--- src/rtl/cpu_pkg.sv ---
// Shared encodings for the hardwired control unit: opcodes, ALU codes, T-states and
// the per-instruction-class decode helpers.
package cpu_pkg;

  typedef enum logic [4:0] {
    OpLd   = 5'd0,
    OpLdi  = 5'd1,
    OpSt   = 5'd2,
    OpAdd  = 5'd3,
    OpSub  = 5'd4,
    OpAnd  = 5'd5,
    OpOr   = 5'd6,
    OpShr  = 5'd7,
    OpShl  = 5'd8,
    OpRor  = 5'd9,
    OpRol  = 5'd10,
    OpAddi = 5'd11,
    OpAndi = 5'd12,
    OpOri  = 5'd13,
    OpMul  = 5'd14,
    OpDiv  = 5'd15,
    OpNeg  = 5'd16,
    OpNot  = 5'd17,
    OpBr   = 5'd18,
    OpJr   = 5'd19,
    OpJal  = 5'd20,
    OpIn   = 5'd21,
    OpOut  = 5'd22,
    OpMfhi = 5'd23,
    OpMflo = 5'd24,
    OpNop  = 5'd25,
    OpHalt = 5'd26
  } opcode_e;

  typedef enum logic [3:0] {
    AluAdd = 4'd0,
    AluSub = 4'd1,
    AluAnd = 4'd2,
    AluOr  = 4'd3,
    AluShr = 4'd4,
    AluShl = 4'd5,
    AluRor = 4'd6,
    AluRol = 4'd7,
    AluMul = 4'd8,
    AluDiv = 4'd9,
    AluNeg = 4'd10,
    AluNot = 4'd11
  } alu_op_e;

  typedef enum logic [3:0] {
    StRst, StT0, StT1, StT2, StT3, StT4, StT5, StT6, StT7, StHalt
  } state_e;

  typedef enum logic [3:0] {
    ClsAluReg, ClsAluImm, ClsLdi, ClsLd, ClsSt, ClsBr, ClsMulDiv, ClsNegNot,
    ClsJr, ClsJal, ClsIn, ClsOut, ClsMfhi, ClsMflo, ClsNop, ClsHalt
  } op_class_e;

  typedef struct packed {
    logic    pc_out;
    logic    zlow_out;
    logic    zhigh_out;
    logic    mdr_out;
    logic    hi_out;
    logic    lo_out;
    logic    inport_out;
    logic    c_out;
    logic    ba_out;
    logic    r_out;
    logic    mar_in;
    logic    z_in;
    logic    pc_in;
    logic    mdr_in;
    logic    ir_in;
    logic    y_in;
    logic    hi_in;
    logic    lo_in;
    logic    outport_in;
    logic    r_in;
    logic    con_in;
    logic    gra;
    logic    grb;
    logic    grc;
    logic    inc_pc;
    logic    read;
    logic    write;
    alu_op_e control;
  } ctrl_t;

  // Undefined opcodes fall into the nop class.
  function automatic op_class_e op_class(input opcode_e op);
    case (op)
      OpAdd, OpSub, OpAnd, OpOr, OpShr, OpShl, OpRor, OpRol: return ClsAluReg;
      OpAddi, OpAndi, OpOri:                                 return ClsAluImm;
      OpLdi:                                                 return ClsLdi;
      OpLd:                                                  return ClsLd;
      OpSt:                                                  return ClsSt;
      OpBr:                                                  return ClsBr;
      OpMul, OpDiv:                                          return ClsMulDiv;
      OpNeg, OpNot:                                          return ClsNegNot;
      OpJr:                                                  return ClsJr;
      OpJal:                                                 return ClsJal;
      OpIn:                                                  return ClsIn;
      OpOut:                                                 return ClsOut;
      OpMfhi:                                                return ClsMfhi;
      OpMflo:                                                return ClsMflo;
      OpHalt:                                                return ClsHalt;
      default:                                               return ClsNop;
    endcase
  endfunction

  // Final execute step of each class; the step after it is T0.
  function automatic state_e last_step(input op_class_e cls);
    case (cls)
      ClsAluReg, ClsAluImm, ClsLdi: return StT5;
      ClsLd, ClsSt:                 return StT7;
      ClsBr, ClsMulDiv:             return StT6;
      ClsNegNot, ClsJal:            return StT4;
      default:                      return StT3;
    endcase
  endfunction

endpackage

--- src/rtl/control_sequencer_if.sv ---
// Control-unit to datapath bundle: IR/condition/memory-ready in, every strobe out.
interface control_sequencer_if;

  logic [31:0] ir;
  logic        con_ff;
  logic        mem_ready;

  logic PCout, Zlowout, Zhighout, MDRout, HIout, LOout, InPortout, Cout, BAout, Rout;
  logic MARin, Zin, PCin, MDRin, IRin, Yin, HIin, LOin, OutPortin, Rin, CONin;
  logic GRA, GRB, GRC;
  logic IncPc;
  logic read, write;
  logic [3:0] control;
  logic run;

  modport master (
    input  ir, con_ff, mem_ready,
    output PCout, Zlowout, Zhighout, MDRout, HIout, LOout, InPortout, Cout, BAout, Rout,
    output MARin, Zin, PCin, MDRin, IRin, Yin, HIin, LOin, OutPortin, Rin, CONin,
    output GRA, GRB, GRC, IncPc, read, write, control, run
  );

  modport slave (
    output ir, con_ff, mem_ready,
    input  PCout, Zlowout, Zhighout, MDRout, HIout, LOout, InPortout, Cout, BAout, Rout,
    input  MARin, Zin, PCin, MDRin, IRin, Yin, HIin, LOin, OutPortin, Rin, CONin,
    input  GRA, GRB, GRC, IncPc, read, write, control, run
  );

endinterface

--- src/rtl/op_to_alu.sv ---
// Opcode to ALU function code; anything without a dedicated function adds.
module op_to_alu
  import cpu_pkg::*;
(
  input  opcode_e opcode_i,
  output alu_op_e alu_op_o
);

  always_comb begin
    alu_op_o = AluAdd;
    case (opcode_i)
      OpSub:        alu_op_o = AluSub;
      OpAnd, OpAndi: alu_op_o = AluAnd;
      OpOr, OpOri:  alu_op_o = AluOr;
      OpShr:        alu_op_o = AluShr;
      OpShl:        alu_op_o = AluShl;
      OpRor:        alu_op_o = AluRor;
      OpRol:        alu_op_o = AluRol;
      OpMul:        alu_op_o = AluMul;
      OpDiv:        alu_op_o = AluDiv;
      OpNeg:        alu_op_o = AluNeg;
      OpNot:        alu_op_o = AluNot;
      default:      alu_op_o = AluAdd;
    endcase
  end

endmodule

--- src/rtl/control_sequencer.sv ---
// Hardwired T-state sequencer for the single-bus datapath: fetch, decode IR[31:27],
// step the per-class execute sequence, stall on memory-ready, park on halt.
module control_sequencer
  import cpu_pkg::*;
(
  input logic                 clk,
  input logic                 reset,
  control_sequencer_if.master seq_io
);

  state_e    state_q, state_d;
  opcode_e   opcode;
  op_class_e cls;
  state_e    last;
  alu_op_e   alu_op;
  ctrl_t     ctrl;
  logic      run;
  logic      unused_ir;

  assign opcode    = opcode_e'(seq_io.ir[31:27]);
  assign unused_ir = ^seq_io.ir[26:0];
  assign cls       = op_class(opcode);
  assign last      = last_step(cls);

  op_to_alu u_op_to_alu (
    .opcode_i(opcode),
    .alu_op_o(alu_op)
  );

  always_ff @(posedge clk or negedge reset) begin
    if (!reset) begin
      state_q <= StRst;
    end else begin
      state_q <= state_d;
    end
  end

  always_comb begin
    state_d = state_q;
    unique case (state_q)
      StRst:  state_d = StT0;
      StT0:   state_d = StT1;
      StT1:   if (seq_io.mem_ready) state_d = StT2;
      StT2:   state_d = StT3;
      StT3: begin
        if (cls == ClsHalt)     state_d = StHalt;
        else if (last == StT3)  state_d = StT0;
        else                    state_d = StT4;
      end
      StT4:   state_d = (last == StT4) ? StT0 : StT5;
      StT5:   state_d = (last == StT5) ? StT0 : StT6;
      StT6: begin
        if (cls == ClsLd)       state_d = seq_io.mem_ready ? StT7 : StT6;
        else if (last == StT6)  state_d = StT0;
        else                    state_d = StT7;
      end
      StT7:   if (cls != ClsSt || seq_io.mem_ready) state_d = StT0;
      StHalt: state_d = StHalt;
      default: state_d = StRst;
    endcase
  end

  // Gated by reset so every output drops in the same cycle reset asserts.
  always_comb begin
    ctrl = '0;
    run  = 1'b0;
    if (reset) begin
      run = (state_q != StHalt) && !(state_q == StT3 && cls == ClsHalt);
      unique case (state_q)
        StT0: begin
          ctrl.pc_out = 1'b1; ctrl.mar_in = 1'b1; ctrl.inc_pc = 1'b1; ctrl.z_in = 1'b1;
        end
        StT1: begin
          ctrl.zlow_out = 1'b1; ctrl.pc_in = 1'b1; ctrl.read = 1'b1; ctrl.mdr_in = 1'b1;
        end
        StT2: begin
          ctrl.mdr_out = 1'b1; ctrl.ir_in = 1'b1;
        end
        StT3: begin
          unique case (cls)
            ClsAluReg, ClsAluImm: begin
              ctrl.grb = 1'b1; ctrl.r_out = 1'b1; ctrl.y_in = 1'b1;
            end
            ClsLdi, ClsLd, ClsSt: begin
              ctrl.grb = 1'b1; ctrl.ba_out = 1'b1; ctrl.y_in = 1'b1;
            end
            ClsBr: begin
              ctrl.gra = 1'b1; ctrl.r_out = 1'b1; ctrl.con_in = 1'b1;
            end
            ClsMulDiv: begin
              ctrl.gra = 1'b1; ctrl.r_out = 1'b1; ctrl.y_in = 1'b1;
            end
            ClsNegNot: begin
              ctrl.grb = 1'b1; ctrl.r_out = 1'b1; ctrl.z_in = 1'b1; ctrl.control = alu_op;
            end
            ClsJr: begin
              ctrl.gra = 1'b1; ctrl.r_out = 1'b1; ctrl.pc_in = 1'b1;
            end
            ClsJal: begin
              ctrl.pc_out = 1'b1; ctrl.grb = 1'b1; ctrl.r_in = 1'b1;
            end
            ClsIn: begin
              ctrl.inport_out = 1'b1; ctrl.gra = 1'b1; ctrl.r_in = 1'b1;
            end
            ClsOut: begin
              ctrl.gra = 1'b1; ctrl.r_out = 1'b1; ctrl.outport_in = 1'b1;
            end
            ClsMfhi: begin
              ctrl.hi_out = 1'b1; ctrl.gra = 1'b1; ctrl.r_in = 1'b1;
            end
            ClsMflo: begin
              ctrl.lo_out = 1'b1; ctrl.gra = 1'b1; ctrl.r_in = 1'b1;
            end
            default: ;
          endcase
        end
        StT4: begin
          unique case (cls)
            ClsAluReg: begin
              ctrl.grc = 1'b1; ctrl.r_out = 1'b1; ctrl.z_in = 1'b1; ctrl.control = alu_op;
            end
            ClsAluImm: begin
              ctrl.c_out = 1'b1; ctrl.z_in = 1'b1; ctrl.control = alu_op;
            end
            ClsLdi, ClsLd, ClsSt: begin
              ctrl.c_out = 1'b1; ctrl.z_in = 1'b1; ctrl.control = AluAdd;
            end
            ClsBr: begin
              ctrl.pc_out = 1'b1; ctrl.y_in = 1'b1;
            end
            ClsMulDiv: begin
              ctrl.grb = 1'b1; ctrl.r_out = 1'b1; ctrl.z_in = 1'b1; ctrl.control = alu_op;
            end
            ClsNegNot: begin
              ctrl.zlow_out = 1'b1; ctrl.gra = 1'b1; ctrl.r_in = 1'b1;
            end
            ClsJal: begin
              ctrl.gra = 1'b1; ctrl.r_out = 1'b1; ctrl.pc_in = 1'b1;
            end
            default: ;
          endcase
        end
        StT5: begin
          unique case (cls)
            ClsAluReg, ClsAluImm, ClsLdi: begin
              ctrl.zlow_out = 1'b1; ctrl.gra = 1'b1; ctrl.r_in = 1'b1;
            end
            ClsLd, ClsSt: begin
              ctrl.zlow_out = 1'b1; ctrl.mar_in = 1'b1;
            end
            ClsBr: begin
              ctrl.c_out = 1'b1; ctrl.z_in = 1'b1; ctrl.control = AluAdd;
            end
            ClsMulDiv: begin
              ctrl.zlow_out = 1'b1; ctrl.lo_in = 1'b1;
            end
            default: ;
          endcase
        end
        StT6: begin
          unique case (cls)
            ClsLd: begin
              ctrl.read = 1'b1; ctrl.mdr_in = 1'b1;
            end
            // read stays low so the MDR input mux takes the bus, not memory.
            ClsSt: begin
              ctrl.gra = 1'b1; ctrl.r_out = 1'b1; ctrl.mdr_in = 1'b1;
            end
            ClsBr: begin
              ctrl.zlow_out = seq_io.con_ff; ctrl.pc_in = seq_io.con_ff;
            end
            ClsMulDiv: begin
              ctrl.zhigh_out = 1'b1; ctrl.hi_in = 1'b1;
            end
            default: ;
          endcase
        end
        StT7: begin
          unique case (cls)
            ClsLd: begin
              ctrl.mdr_out = 1'b1; ctrl.gra = 1'b1; ctrl.r_in = 1'b1;
            end
            ClsSt:   ctrl.write = 1'b1;
            default: ;
          endcase
        end
        default: ;
      endcase
    end
  end

  assign seq_io.PCout     = ctrl.pc_out;
  assign seq_io.Zlowout   = ctrl.zlow_out;
  assign seq_io.Zhighout  = ctrl.zhigh_out;
  assign seq_io.MDRout    = ctrl.mdr_out;
  assign seq_io.HIout     = ctrl.hi_out;
  assign seq_io.LOout     = ctrl.lo_out;
  assign seq_io.InPortout = ctrl.inport_out;
  assign seq_io.Cout      = ctrl.c_out;
  assign seq_io.BAout     = ctrl.ba_out;
  assign seq_io.Rout      = ctrl.r_out;
  assign seq_io.MARin     = ctrl.mar_in;
  assign seq_io.Zin       = ctrl.z_in;
  assign seq_io.PCin      = ctrl.pc_in;
  assign seq_io.MDRin     = ctrl.mdr_in;
  assign seq_io.IRin      = ctrl.ir_in;
  assign seq_io.Yin       = ctrl.y_in;
  assign seq_io.HIin      = ctrl.hi_in;
  assign seq_io.LOin      = ctrl.lo_in;
  assign seq_io.OutPortin = ctrl.outport_in;
  assign seq_io.Rin       = ctrl.r_in;
  assign seq_io.CONin     = ctrl.con_in;
  assign seq_io.GRA       = ctrl.gra;
  assign seq_io.GRB       = ctrl.grb;
  assign seq_io.GRC       = ctrl.grc;
  assign seq_io.IncPc     = ctrl.inc_pc;
  assign seq_io.read      = ctrl.read;
  assign seq_io.write     = ctrl.write;
  assign seq_io.control   = ctrl.control;
  assign seq_io.run       = run;

endmodule

--- src/flat_wrapper.sv ---
// flat-port wrapper written by rule: the top's interface ports become plain ports
module control_sequencer_flat import cpu_pkg::*;
  (clk, reset, seq_io_ir, seq_io_con_ff, seq_io_mem_ready, seq_io_PCout, seq_io_Zlowout, seq_io_Zhighout, seq_io_MDRout, seq_io_HIout, seq_io_LOout, seq_io_InPortout, seq_io_Cout, seq_io_BAout, seq_io_Rout, seq_io_MARin, seq_io_Zin, seq_io_PCin, seq_io_MDRin, seq_io_IRin, seq_io_Yin, seq_io_HIin, seq_io_LOin, seq_io_OutPortin, seq_io_Rin, seq_io_CONin, seq_io_GRA, seq_io_GRB, seq_io_GRC, seq_io_IncPc, seq_io_read, seq_io_write, seq_io_control, seq_io_run);
  control_sequencer_if seq_io_i ();
  input logic clk;
  input logic reset;
  input wire logic [$bits(seq_io_i.ir)-1:0] seq_io_ir;
  input wire logic [$bits(seq_io_i.con_ff)-1:0] seq_io_con_ff;
  input wire logic [$bits(seq_io_i.mem_ready)-1:0] seq_io_mem_ready;
  output wire logic [$bits(seq_io_i.PCout)-1:0] seq_io_PCout;
  output wire logic [$bits(seq_io_i.Zlowout)-1:0] seq_io_Zlowout;
  output wire logic [$bits(seq_io_i.Zhighout)-1:0] seq_io_Zhighout;
  output wire logic [$bits(seq_io_i.MDRout)-1:0] seq_io_MDRout;
  output wire logic [$bits(seq_io_i.HIout)-1:0] seq_io_HIout;
  output wire logic [$bits(seq_io_i.LOout)-1:0] seq_io_LOout;
  output wire logic [$bits(seq_io_i.InPortout)-1:0] seq_io_InPortout;
  output wire logic [$bits(seq_io_i.Cout)-1:0] seq_io_Cout;
  output wire logic [$bits(seq_io_i.BAout)-1:0] seq_io_BAout;
  output wire logic [$bits(seq_io_i.Rout)-1:0] seq_io_Rout;
  output wire logic [$bits(seq_io_i.MARin)-1:0] seq_io_MARin;
  output wire logic [$bits(seq_io_i.Zin)-1:0] seq_io_Zin;
  output wire logic [$bits(seq_io_i.PCin)-1:0] seq_io_PCin;
  output wire logic [$bits(seq_io_i.MDRin)-1:0] seq_io_MDRin;
  output wire logic [$bits(seq_io_i.IRin)-1:0] seq_io_IRin;
  output wire logic [$bits(seq_io_i.Yin)-1:0] seq_io_Yin;
  output wire logic [$bits(seq_io_i.HIin)-1:0] seq_io_HIin;
  output wire logic [$bits(seq_io_i.LOin)-1:0] seq_io_LOin;
  output wire logic [$bits(seq_io_i.OutPortin)-1:0] seq_io_OutPortin;
  output wire logic [$bits(seq_io_i.Rin)-1:0] seq_io_Rin;
  output wire logic [$bits(seq_io_i.CONin)-1:0] seq_io_CONin;
  output wire logic [$bits(seq_io_i.GRA)-1:0] seq_io_GRA;
  output wire logic [$bits(seq_io_i.GRB)-1:0] seq_io_GRB;
  output wire logic [$bits(seq_io_i.GRC)-1:0] seq_io_GRC;
  output wire logic [$bits(seq_io_i.IncPc)-1:0] seq_io_IncPc;
  output wire logic [$bits(seq_io_i.read)-1:0] seq_io_read;
  output wire logic [$bits(seq_io_i.write)-1:0] seq_io_write;
  output wire logic [$bits(seq_io_i.control)-1:0] seq_io_control;
  output wire logic [$bits(seq_io_i.run)-1:0] seq_io_run;
  assign seq_io_i.ir = seq_io_ir;
  assign seq_io_i.con_ff = seq_io_con_ff;
  assign seq_io_i.mem_ready = seq_io_mem_ready;
  assign seq_io_PCout = seq_io_i.PCout;
  assign seq_io_Zlowout = seq_io_i.Zlowout;
  assign seq_io_Zhighout = seq_io_i.Zhighout;
  assign seq_io_MDRout = seq_io_i.MDRout;
  assign seq_io_HIout = seq_io_i.HIout;
  assign seq_io_LOout = seq_io_i.LOout;
  assign seq_io_InPortout = seq_io_i.InPortout;
  assign seq_io_Cout = seq_io_i.Cout;
  assign seq_io_BAout = seq_io_i.BAout;
  assign seq_io_Rout = seq_io_i.Rout;
  assign seq_io_MARin = seq_io_i.MARin;
  assign seq_io_Zin = seq_io_i.Zin;
  assign seq_io_PCin = seq_io_i.PCin;
  assign seq_io_MDRin = seq_io_i.MDRin;
  assign seq_io_IRin = seq_io_i.IRin;
  assign seq_io_Yin = seq_io_i.Yin;
  assign seq_io_HIin = seq_io_i.HIin;
  assign seq_io_LOin = seq_io_i.LOin;
  assign seq_io_OutPortin = seq_io_i.OutPortin;
  assign seq_io_Rin = seq_io_i.Rin;
  assign seq_io_CONin = seq_io_i.CONin;
  assign seq_io_GRA = seq_io_i.GRA;
  assign seq_io_GRB = seq_io_i.GRB;
  assign seq_io_GRC = seq_io_i.GRC;
  assign seq_io_IncPc = seq_io_i.IncPc;
  assign seq_io_read = seq_io_i.read;
  assign seq_io_write = seq_io_i.write;
  assign seq_io_control = seq_io_i.control;
  assign seq_io_run = seq_io_i.run;
  control_sequencer u_core (.clk(clk), .reset(reset), .seq_io(seq_io_i));
endmodule
--- config.mk ---
export PLATFORM = sky130hd
export DESIGN_NAME = control_sequencer_flat
export DESIGN_NICKNAME = d
export VERILOG_FILES = /design/src/rtl/cpu_pkg.sv /design/src/rtl/control_sequencer_if.sv /design/src/rtl/op_to_alu.sv /design/src/rtl/control_sequencer.sv /design/src/flat_wrapper.sv
export SDC_FILE = /design/constraint.sdc
export NUM_CORES = 1
export LEC_CHECK = 0
export BUFFER_PORTS_ARGS = -buffer_cell sky130_fd_sc_hd__buf_2
export CELL_PAD_IN_SITES_DETAIL_PLACEMENT = 1
export CELL_PAD_IN_SITES_GLOBAL_PLACEMENT = 1
export CORE_AREA = 4 4 94 60
export CTS_CLUSTER_DIAMETER = 40
export DETAILED_ROUTE_END_ITERATION = 7
export DIE_AREA = 0 0 98 64
export PLACE_DENSITY_LB_ADDON = 0.1
export SYNTH_ARGS = -nofsm -noshare
export SYNTH_HDL_FRONTEND = slang
export SYNTH_SLANG_ARGS = --single-unit
--- constraint.sdc ---
create_clock -name clk -period 6.1 [get_ports clk]
set_input_delay 1.22 -clock clk [delete_from_list [all_inputs] [get_ports clk]]
set_output_delay 1.22 -clock clk [all_outputs]
set_load 0.01 [all_outputs]
==> After elaboration in Yosys (flattened, before gate mapping) <==
Memories as Yosys holds them, arrays and structs flattened.
Cells that the tools add are included.
{ "totals": {"elab_cells": 117, "inputBits": 36, "reg_bits": 4, "rom_bits": 320, "n_memories": 3} }
{ "memory_table": {"columns": ["name", "depth", "width", "rd", "rd_ports_with_merged_regs", "wr", "line", "text"], "rows": [
  ["(no name shown)", 32, 4, 1, 0, 0, "cpu_pkg.sv:92", "case (op)"],
  ["(no name shown)", 32, 4, 1, 0, 0, "op_to_alu.sv:11", "case (opcode_i)"],
  ["(no name shown)", 16, 4, 1, 0, 0, "cpu_pkg.sv:114", "case (cls)"]
]} }
{ "classes": {"n_mux": 63, "n_reduce_logical": 19, "n_eq_ne": 31} }
{ "ops": {"columns": ["cell", "count"], "rows": [
  ["$eq 4x3->1 const B", 12],
  ["$pmux 4 s10", 1],
  ["$eq 4x4->1 const B", 9],
  ["$mux 1", 34],
  ["$mux 4", 8],
  ["$mux 31", 1],
  ["$reduce_or 7->1", 3],
  ["$eq 4x2->1 const B", 4],
  ["$pmux 1 s4", 4],
  ["$pmux 1 s2", 7],
  ["$mux 3", 4],
  ["$reduce_or 3->1", 4],
  ["$eq 4x1->1 const B", 2],
  ["$logic_not 4->1", 2],
  ["$pmux 4 s2", 1],
  ["$reduce_or 4->1", 2],
  ["$pmux 1 s3", 2],
  ["$reduce_or 6->1", 1],
  ["$pmux 1 s5", 1],
  ["$ne 4x3->1 const B", 1],
  ["$ne 4x4->1 const B", 1],
  ["$reduce_or 2->1", 2],
  ["$logic_and 1x1->1", 2],
  ["$ne 2x1->1 const B", 1],
  ["4 further kinds", 4]
]} }

==> Logic depth before layout (Yosys ltp) <==
Gate-level depths: netlist (run 1).
An unclocked memory read counts as a cell.
{ "depth": {"word_depth": 6, "ltp_mapped": 13} }

==> By module <==
A second synthesis (run 1) with hierarchy kept.
{ "unflattened": {"hier_cells": 248, "hier_area_um2": 1706.6} }
{ "by_module_without_submodules": {"columns": ["module", "n_inst", "area_each_um2", "seq_area_each_um2", "cells_each"], "rows": [
  ["control_sequencer", 1, 1560.2, 100.1, 226],
  ["op_to_alu", 1, 146.4, 0.0, 22]
]} }

==> Least setup slack after synthesis (run 1) <==
Ideal clock, no wire load.
{ "synth_timing": {"path_kind": "input to output", "startpoint": "input seq_io_ir[30]", "endpoint": "output seq_io_Zlowout", "slack_ns": 1.356, "t_arrival_ns": 3.524, "required_ns": 4.880, "cell_stages": 11, "path_buffers": 3, "cell_sequence": "buf_6 -> clkbuf_1 -> mux2i_1 -> o22ai_1 -> o21ai_0 -> ha_1 -> clkbuf_1 -> nor2_1 -> a31oi_2 -> a21oi_1 -> a221oi_1"} }
{ "synth_via": {"elab_chain_len": 6} }
{ "synth_lines": {"columns": ["element", "line", "text"], "rows": [
  ["from (decl)", "flat_wrapper.sv:7", "input wire logic [$bits(seq_io_i.ir)-1:0] seq_io_ir;"],
  ["$mem_v2 32x4 (*)", null, null],
  ["$eq 4x1->1, or another cell as far along", "control_sequencer.sv:144", "unique case (cls)"],
  ["$reduce_or 6->1 (no line)", null, null],
  ["$mux 1", "control_sequencer.sv:144", null],
  ["$pmux 1 s4 (*)", "control_sequencer.sv:69", "unique case (state_q)"],
  ["$mux 31 (*)", "control_sequencer.sv:67", "if (reset) begin"],
  ["to (decl)", "flat_wrapper.sv:11", "output wire logic [$bits(seq_io_i.Zlowout)-1:0] seq_io_Zlowout;"]
]} }
Mark *: on every way between the ends. The rest lies on a longest branch, timed or not.

==> Final worst setup path (run 1) <==
{ "layout_timing": {"startpoint": "input seq_io_ir[28]", "endpoint": "output seq_io_Zlowout"} }
The elaborated chain is that of the path after synthesis.

==> results of run 1 <==
==> stage by stage <==
stage	hold WS, ps	area, um2
floorplan	720.2	1677
global placement	897.4	1877
detailed placement	884.4	1877
CTS	874.1	1918
global route	895.1	1918
finish	872.8	1918
==> path summary, 6_finish.rpt <==
path                                                 end  slack (ps)  depth (start not counted)                          start
min in group clk           u_core.state_q[0]$_DFFE_PN0P_         920                          2  u_core.state_q[2]$_DFFE_PN0P_
setup reg to reg           u_core.state_q[3]$_DFFE_PN0P_        3790                          5  u_core.state_q[2]$_DFFE_PN0P_
hold reg to reg            u_core.state_q[0]$_DFFE_PN0P_         920                          2  u_core.state_q[2]$_DFFE_PN0P_
hold / removal             u_core.state_q[1]$_DFFE_PN0P_         870                          1                          reset
max in group asynchronous  u_core.state_q[0]$_DFFE_PN0P_        5000                          1                          reset
setup / recovery                          seq_io_Zlowout         590                         14                  seq_io_ir[28]
==> per-layer routing <==
metal / track usage, % / wire length [um]
met3: 2.290 / 447
met4: 2.591 / 68
met2: 29.24 / 2552
met5: 0 / 0
met1: 35.50 / 3599
==> where the power goes <==
| part | internal [uW] | switching, uW | leakage, uW | total (uW) |
|---|---|---|---|---|
| Clock | 42.3 | 16.4 | 0.0000216 | 58.6 |
| Combinational | 121 | 203 | 0.000741 | 325 |
| Sequential | 37.3 | 59.0 | 0.0000508 | 96.4 |
| Total | 201 | 279 | 0.000814 | 480 |
==> logic make-up (layout without fill, tap and decap cells) <==
logic type               count (synthesis)  count (layout)  share of synthesized area [%]
multiplexers                             4               4                          2.463
flip-flops                               4               4                          5.970
AO/OA/AOI/OAI                           77              77                          34.18
adder cells (fa/ha/maj)                 10              10                          7.463
buffers and inverters                   31              56                          8.731
XOR/XNOR                                 3               3                          1.567
AND/OR/NAND/NOR                        133             133                          39.63
==> cells in the final DEF (no fill, tap or decap), types with 5 or more instances in the layout <==
cell / n
buf_2: 40
nand2_1: 37
nor2_1: 24
nor3_1: 20
nand3_1: 15
o21ai_0: 13
a21oi_1: 10
ha_1: 10
inv_1: 9
nor2b_1: 9
a31oi_1: 6
o22ai_1: 5
nand2b_1: 5
o211ai_1: 5
==> critical path, stage by stage <==
cell	delay, ps
buf_2	180
inv_1	120
ha_1	240
o21ai_0	210
o21ai_0	110
o21ai_0	270
nand2_1	110
o21ai_0	140
ha_1	590
o41ai_1	190
a31oi_2	280
a21oi_1	110
a221oi_1	340
buf_2	190
==> cell type report <==
type / instances / area, um2
clock buffers: 3 / 41.29
repair buffers: 44 / 230.2
fillers: 672 / 2962
multi-input cells: 227 / 1430
inverters: 9 / 33.78
flip-flops and latches: 4 / 100.1
well taps: 66 / 82.58
==> results by group, run 1 <==
Run status
  – Run status: finished, final reports clean

Detailed routing
  – DRT Pass-1 Iters: 5
  – Drt wl/cell: 18.89 um
  – Vias: ~2200
  – Via density per instance: between 6 and 7
  – 1st-iter DRT viols: 181
  – DRT antenna net count: 0
  – Final routed DRC violation total: 0
  – Detailed Route WL: 6.668 mm

Clock tree
  – CTS Sinks: 4
  – CTS tree: built
  – Root buf cell: clkbuf_8
  – Post_cts resized: 0
  – Clk slew on worst S/H paths: around 30 ps
  – Clock Tree Buf Depth: 2
  – Clock Latency Late Sink: about 230 ps
  – Hold Buf Count CTS: 0
  – CTS buffer count: 3
  – Post-CTS Setup Inserts: 0
  – Htree depth: 1

Global route
  – Grt ovf: 0
  – Global-route wire length before repair: ~11 mm
  – Initial antenna violation count: 0
  – Largest net degree at the start of global routing: 21
  – Gr usage total: 21.40%
  – Vias in the first global route: approximately 2000

Final layout
  – Most flop-heavy register: u_core.state_q
  – Final core utilization: around 40%
  – Antenna fix cells: 0
  – Area added between synthesis and finish: 14.40%
  – Largest registers: u_core.state_q (4)
  – NumNets Final: 335
  – Share of cells above drive strength 1: between 20% and 30%
  – Finished Layout Cells: approximately 350
  – Largest register FFs: 4

Timing
  – Slew Limit Fails: 0
  – Max Clk Rate: approximately 0.18 GHz
  – RSZ-0062 raised after global routing: no
  – Final Critical Period: around 5500 ps
  – Fin. Hold Viols: 0
  – Period utilization: approximately nine tenths
  – Final setup skew: 6.228 ps
  – Max_slew headroom: between 30% and 40%
  – Worst Tran Pin Value: 892.8 ps
  – Setup_tns: 0 ps
  – Final-report setup violation count: 0
  – Min setup slack post-route: a little under 600 ps

Critical path
  – CP Capture Type: primary output
  – WS Path Type: in -> out
  – Worst EP arrival: 4290 ps
  – Setup crit start kind: input pin
  – Critical Path RT: roughly 4900 ps
  – CP max FO: 16

Yosys
  – Count leader, synth: nand2_1
  – Synth cell count leaders: nand2_1 (37), nor2_1 (24), nor3_1 (20)
  – Top cell type's share of synthesized area: 8.284%
  – Seq cells post-synth: 4
  – EDFF count, synth: 0
  – Post-synth ARST share: 100.0%
  – Sequential share of the synthesized area: 5.970%
  – Top FF cell, synth: dfrtp_1
  – Synth area leader: nand2_1
  – Synth Net Count: 308
  – Synth warn: 0
  – Avg Inst Size Synth: 6.399 um2
  – Area contributors post-synth: nand2_1 (8.3%), ha_1 (7.5%), dfrtp_1 (6.0%), nor3_1 (6.0%), nor2_1 (5.4%)
  – Synth unique cells: between 60 and 70
  – Mapped cell area: about 1700 um2
  – Post-Syn Instances: about 260

Placed design
  – Dpl cells: 350
  – Dpl ws: 681.1 ps
  – Port buffer count: 40
  – Placer Congestion: around 0.91
  – Hpwl dp: approximately 5.1 mm

Die
  – DIE HEIGHT: around 64 um
  – Die footprint: ~6300 um2
  – Rows: 20
  – Core Region: around 4900 um2
  – Initial Utilization: between 30% and 40%
  – Chip Width: 98 um
  – Ports: slightly below 70

Pwr
  – Pwr per Cell Area: 250.0 nW/um2
  – Lkg Pwr: 0.0008135 uW
  – Peak supply drop: 0.08880 mV
  – Power consumption: 479.5 uW

Worst hold path
  – HP Class: in -> async

Job
  – MaxCap Viol Count: 0
Note: power is estimated with default switching activity, not from simulation.
==> inputs of run 2 (changes only) <==
- ABC_AREA: default -> 1
- ABC_CLOCK_PERIOD_IN_PS: default -> 6100
- CORE_AREA: 4 4 94 60 -> 4 4 90 58
- DIE_AREA: 0 0 98 64 -> 0 0 94 62
- MAX_ROUTING_LAYER: default -> met4
==> results by group, run 2 <==
Final layout
  – Largest register FFs: 4
  – Area added between synthesis and finish: 20.66%
  – Most common cell after layout, fill and taps aside: nand2_1
  – Largest registers: u_core.state_q (4)
  – Filler cells: 649
  – Commonest non-fill, non-tap cells in the layout: nand2_1 (58), nor2_1 (44), buf_2 (40)
  – Finished Layout Cells: 353
  – Antenna fix cells: 0
  – NumNets Final: roughly 340
  – Final core utilization: about 36%
  – Share of cells above drive strength 1: 22.07%
  – Most flop-heavy register: u_core.state_q

Yosys
  – Main combinational cell family by area after synthesis: simple AND/OR/NAND/NOR gates
  – Synth area leader: nand2_1
  – Xor-xnor portion of the synthesized cell area: 0%
  – Area contributors post-synth: nand2_1 (16%), nor2_1 (12%), nand3_1 (9.8%), ha_1 (9.4%), inv_1 (9.0%)
  – Simple-gate area share of the yosys netlist: 50.80%
  – Synth Net Count: around 300
  – Post-synthesis adder-cell area fraction: approximately a tenth
  – Synth cell count leaders: nand2_1 (58), nor2_1 (44), inv_1 (32)
  – Top FF cell, synth: dfrtp_1
  – Mapped cell area: 1333 um2
  – Top cell type's share of synthesized area: between 15 and 20%
  – Post-Syn Instances: ~250
  – Sequential share of the synthesized area: 7.512%
  – EDFF count, synth: 0
  – Compound-gate portion of the synthesized area: between 10% and 20%
  – Seq cells post-synth: 4
  – Count leader, synth: nand2_1
  – Synth unique cells: 28
  – Synth warn: 0
  – Post-synth ARST share: 100.0%
  – Post-synthesis mux area share: 0%
  – Avg Inst Size Synth: 5.288 um2

Timing
  – Max_slew headroom: about 60%
  – Max Clk Rate: 0.1905 GHz
  – Worst Tran Pin Value: around 580 ps
  – Setup_tns: 0 ps
  – Final-report setup violation count: 0
  – RSZ-0062 raised after global routing: no
  – Final setup skew: ~2.6 ps
  – Final Critical Period: 5250 ps
  – Slew Limit Fails: 0
  – Fin. Hold Viols: 0
  – Period utilization: between 80% and 90%

Detailed routing
  – Metal2 WL: 1.919 mm
  – Final routed DRC violation total: 0
  – Met1 WL: between 3 and 4 mm
  – Via density per instance: ~5
  – DRT Pass-1 Iters: 4
  – Highest routed layer: met3
  – 1st-iter DRT viols: 78
  – Drt wl/cell: approximately 15 um
  – DR WL met3: between 300 and 400 um
  – Vias: roughly 1700
  – Detailed Route WL: around 5.4 mm
  – DRT antenna net count: 0

Pwr
  – Power consumption: approximately 360 uW
  – Pwr per Cell Area: 226.7 nW/um2
  – Lkg Pwr: approximately 0.00090 uW
  – Clk pwr share: 15.6%
  – Psw: approximately 210 uW
  – Switch share: 56.58%
  – Sequential share of power: 16.1%
  – Peak supply drop: 0.1054 mV
  – Combinational share of power: roughly two thirds
  – Pint: 158.2 uW

Critical path
  – CP max FO: 8
  – Setup crit start kind: input pin
  – Cell-by-cell trace of the critical path: buf_2 > inv_1 > ha_1 > nand2_1 > nand2_1 > a21oi_1 > or2_2 > o21ai_0 > inv_1 > ha_1 > inv_1 > nand3_1 > nand3_1 > and2_4 > nand2_2 > nand2_1 > a21oi_2 > buf_2
  – CP Buf/Inv Count: 5
  – Critical Path RT: about 5000 ps
  – Crit path max-delay cell type: nand3_1
  – Critical path's largest stage delay: 320 ps
  – CP Capture Type: primary output
  – Crit-path leading delay family: simple AND/OR/NAND/NOR gates
  – Worst EP arrival: just over 4000 ps
  – WS Path Type: in -> out

Clock tree
  – Clk slew on worst S/H paths: ~30 ps
  – Clock Tree Buf Depth: 2
  – Hold Buf Count CTS: 0
  – Clock Latency Late Sink: 220 ps
  – CTS tree: built
  – CTS buffer count: 3
  – Post-CTS Setup Inserts: 0
  – Post_cts resized: 0
  – CTS Sinks: 4
  – Root buf cell: clkbuf_8
  – Htree depth: 1

Die
  – Chip Width: 94 um
  – Initial Utilization: 30.14%
  – DIE HEIGHT: roughly 62 um
  – Die footprint: 5828 um2
  – Ports: 68
  – Core Region: roughly 4400 um2
  – Rows: 19

Global route
  – Initial antenna violation count: 0
  – Largest net degree at the start of global routing: 19
  – Gr usage total: roughly 20%
  – Vias in the first global route: 1637
  – Global-route wire length before repair: approximately 8.7 mm
  – Grt ovf: 0

Job
  – MaxCap Viol Count: 0

Worst hold path
  – HP Class: reg -> reg

Placed design
  – Dpl cells: 350
  – Placer Congestion: around 0.83
  – Hpwl dp: between 4 and 5 mm
  – Port buffer count: 40

Run status
  – Run status: finished, final reports clean
run 2: changes by cell type in the layout (fill, tap and decap cells not counted), sizes merged, moves of 5 or more:
cell    change
nor2b       -9
inv        +28
nand3      +14
nand2      +25
nand2b      -5
nor2       +22
a211oi      -5
nor3       -12
a21oi       +8
run 2: power by group through the flow:
stage | Clock [uW] | Combinational (uW) | Sequential [uW]
after detailed placement | 0 | 249 | 58.3
after CTS | 57.1 | 250 | 58.1
after global placement | 0 | 247 | 58.4
after global routing | 59.9 | 285 | 60.9
after floorplan | 0 | 175 | 51.0
final | 56.7 | 249 | 58.7
run 2: logic make-up after synthesis:
kind of cell,after synthesis
simple gates,153
fa+ha+maj,10
compound gates,42
flops,4
buf+inv,43
run 2: per-stage QoR:
stage / cell area (um2) / hold WS (ps) / setup WS (ps)
6_report: 1608 / 739.5 / 850.4
5_1_grt: 1608 / 795.9 / 657.8
2_1_floorplan: 1333 / 642.0 / 1749
3_3_place_gp: 1567 / 734.4 / 942.8
3_5_place_dp: 1567 / 727.0 / 866.4
4_1_cts: 1608 / 732.8 / 876.8
run 2: layer usage:
metal | vias to the layer above | GRT usage [%]
met5 | - | -
met4 | 0 | 1.235
met3 | 0 | 2.647
met2 | 53 | 25.53
met1 | 786 | 32.69
li1 | 898 | -
run 2: layout make-up:
class,instances,area (um2),share of cell area (%)
inverter,38,142.6,8.872
clock buffer,3,41.29,2.568
multi-input combinational,205,1045,64.98
tap,63,78.83,4.903
timing repair buffer,40,200.2,12.45
sequential,4,100.1,6.226
run 2: path summary, 6_finish.rpt:
check | slack (ps) | depth (start not counted) | to | startpoint
worst min-delay path | 740 | 3 | u_core.state_q[3]$_DFFE_PN0P_ | u_core.state_q[2]$_DFFE_PN0P_
worst max register to register | 4460 | 8 | u_core.state_q[0]$_DFFE_PN0P_ | u_core.state_q[0]$_DFFE_PN0P_
max in group asynchronous | 5110 | 1 | u_core.state_q[0]$_DFFE_PN0P_ | reset
worst max-delay path | 850 | 18 | seq_io_Zlowout | seq_io_ir[28]
min in group asynchronous | 830 | 1 | u_core.state_q[2]$_DFFE_PN0P_ | reset
worst min register to register | 740 | 3 | u_core.state_q[3]$_DFFE_PN0P_ | u_core.state_q[2]$_DFFE_PN0P_
run 2: worst reg2reg max path: cells and delay by family, from the launching register on:
kind | cells | cell delay, ps
flops | 1 | 460
buf+inv | 3 | 210
simple gates | 4 | 780
compound gates | 1 | 110
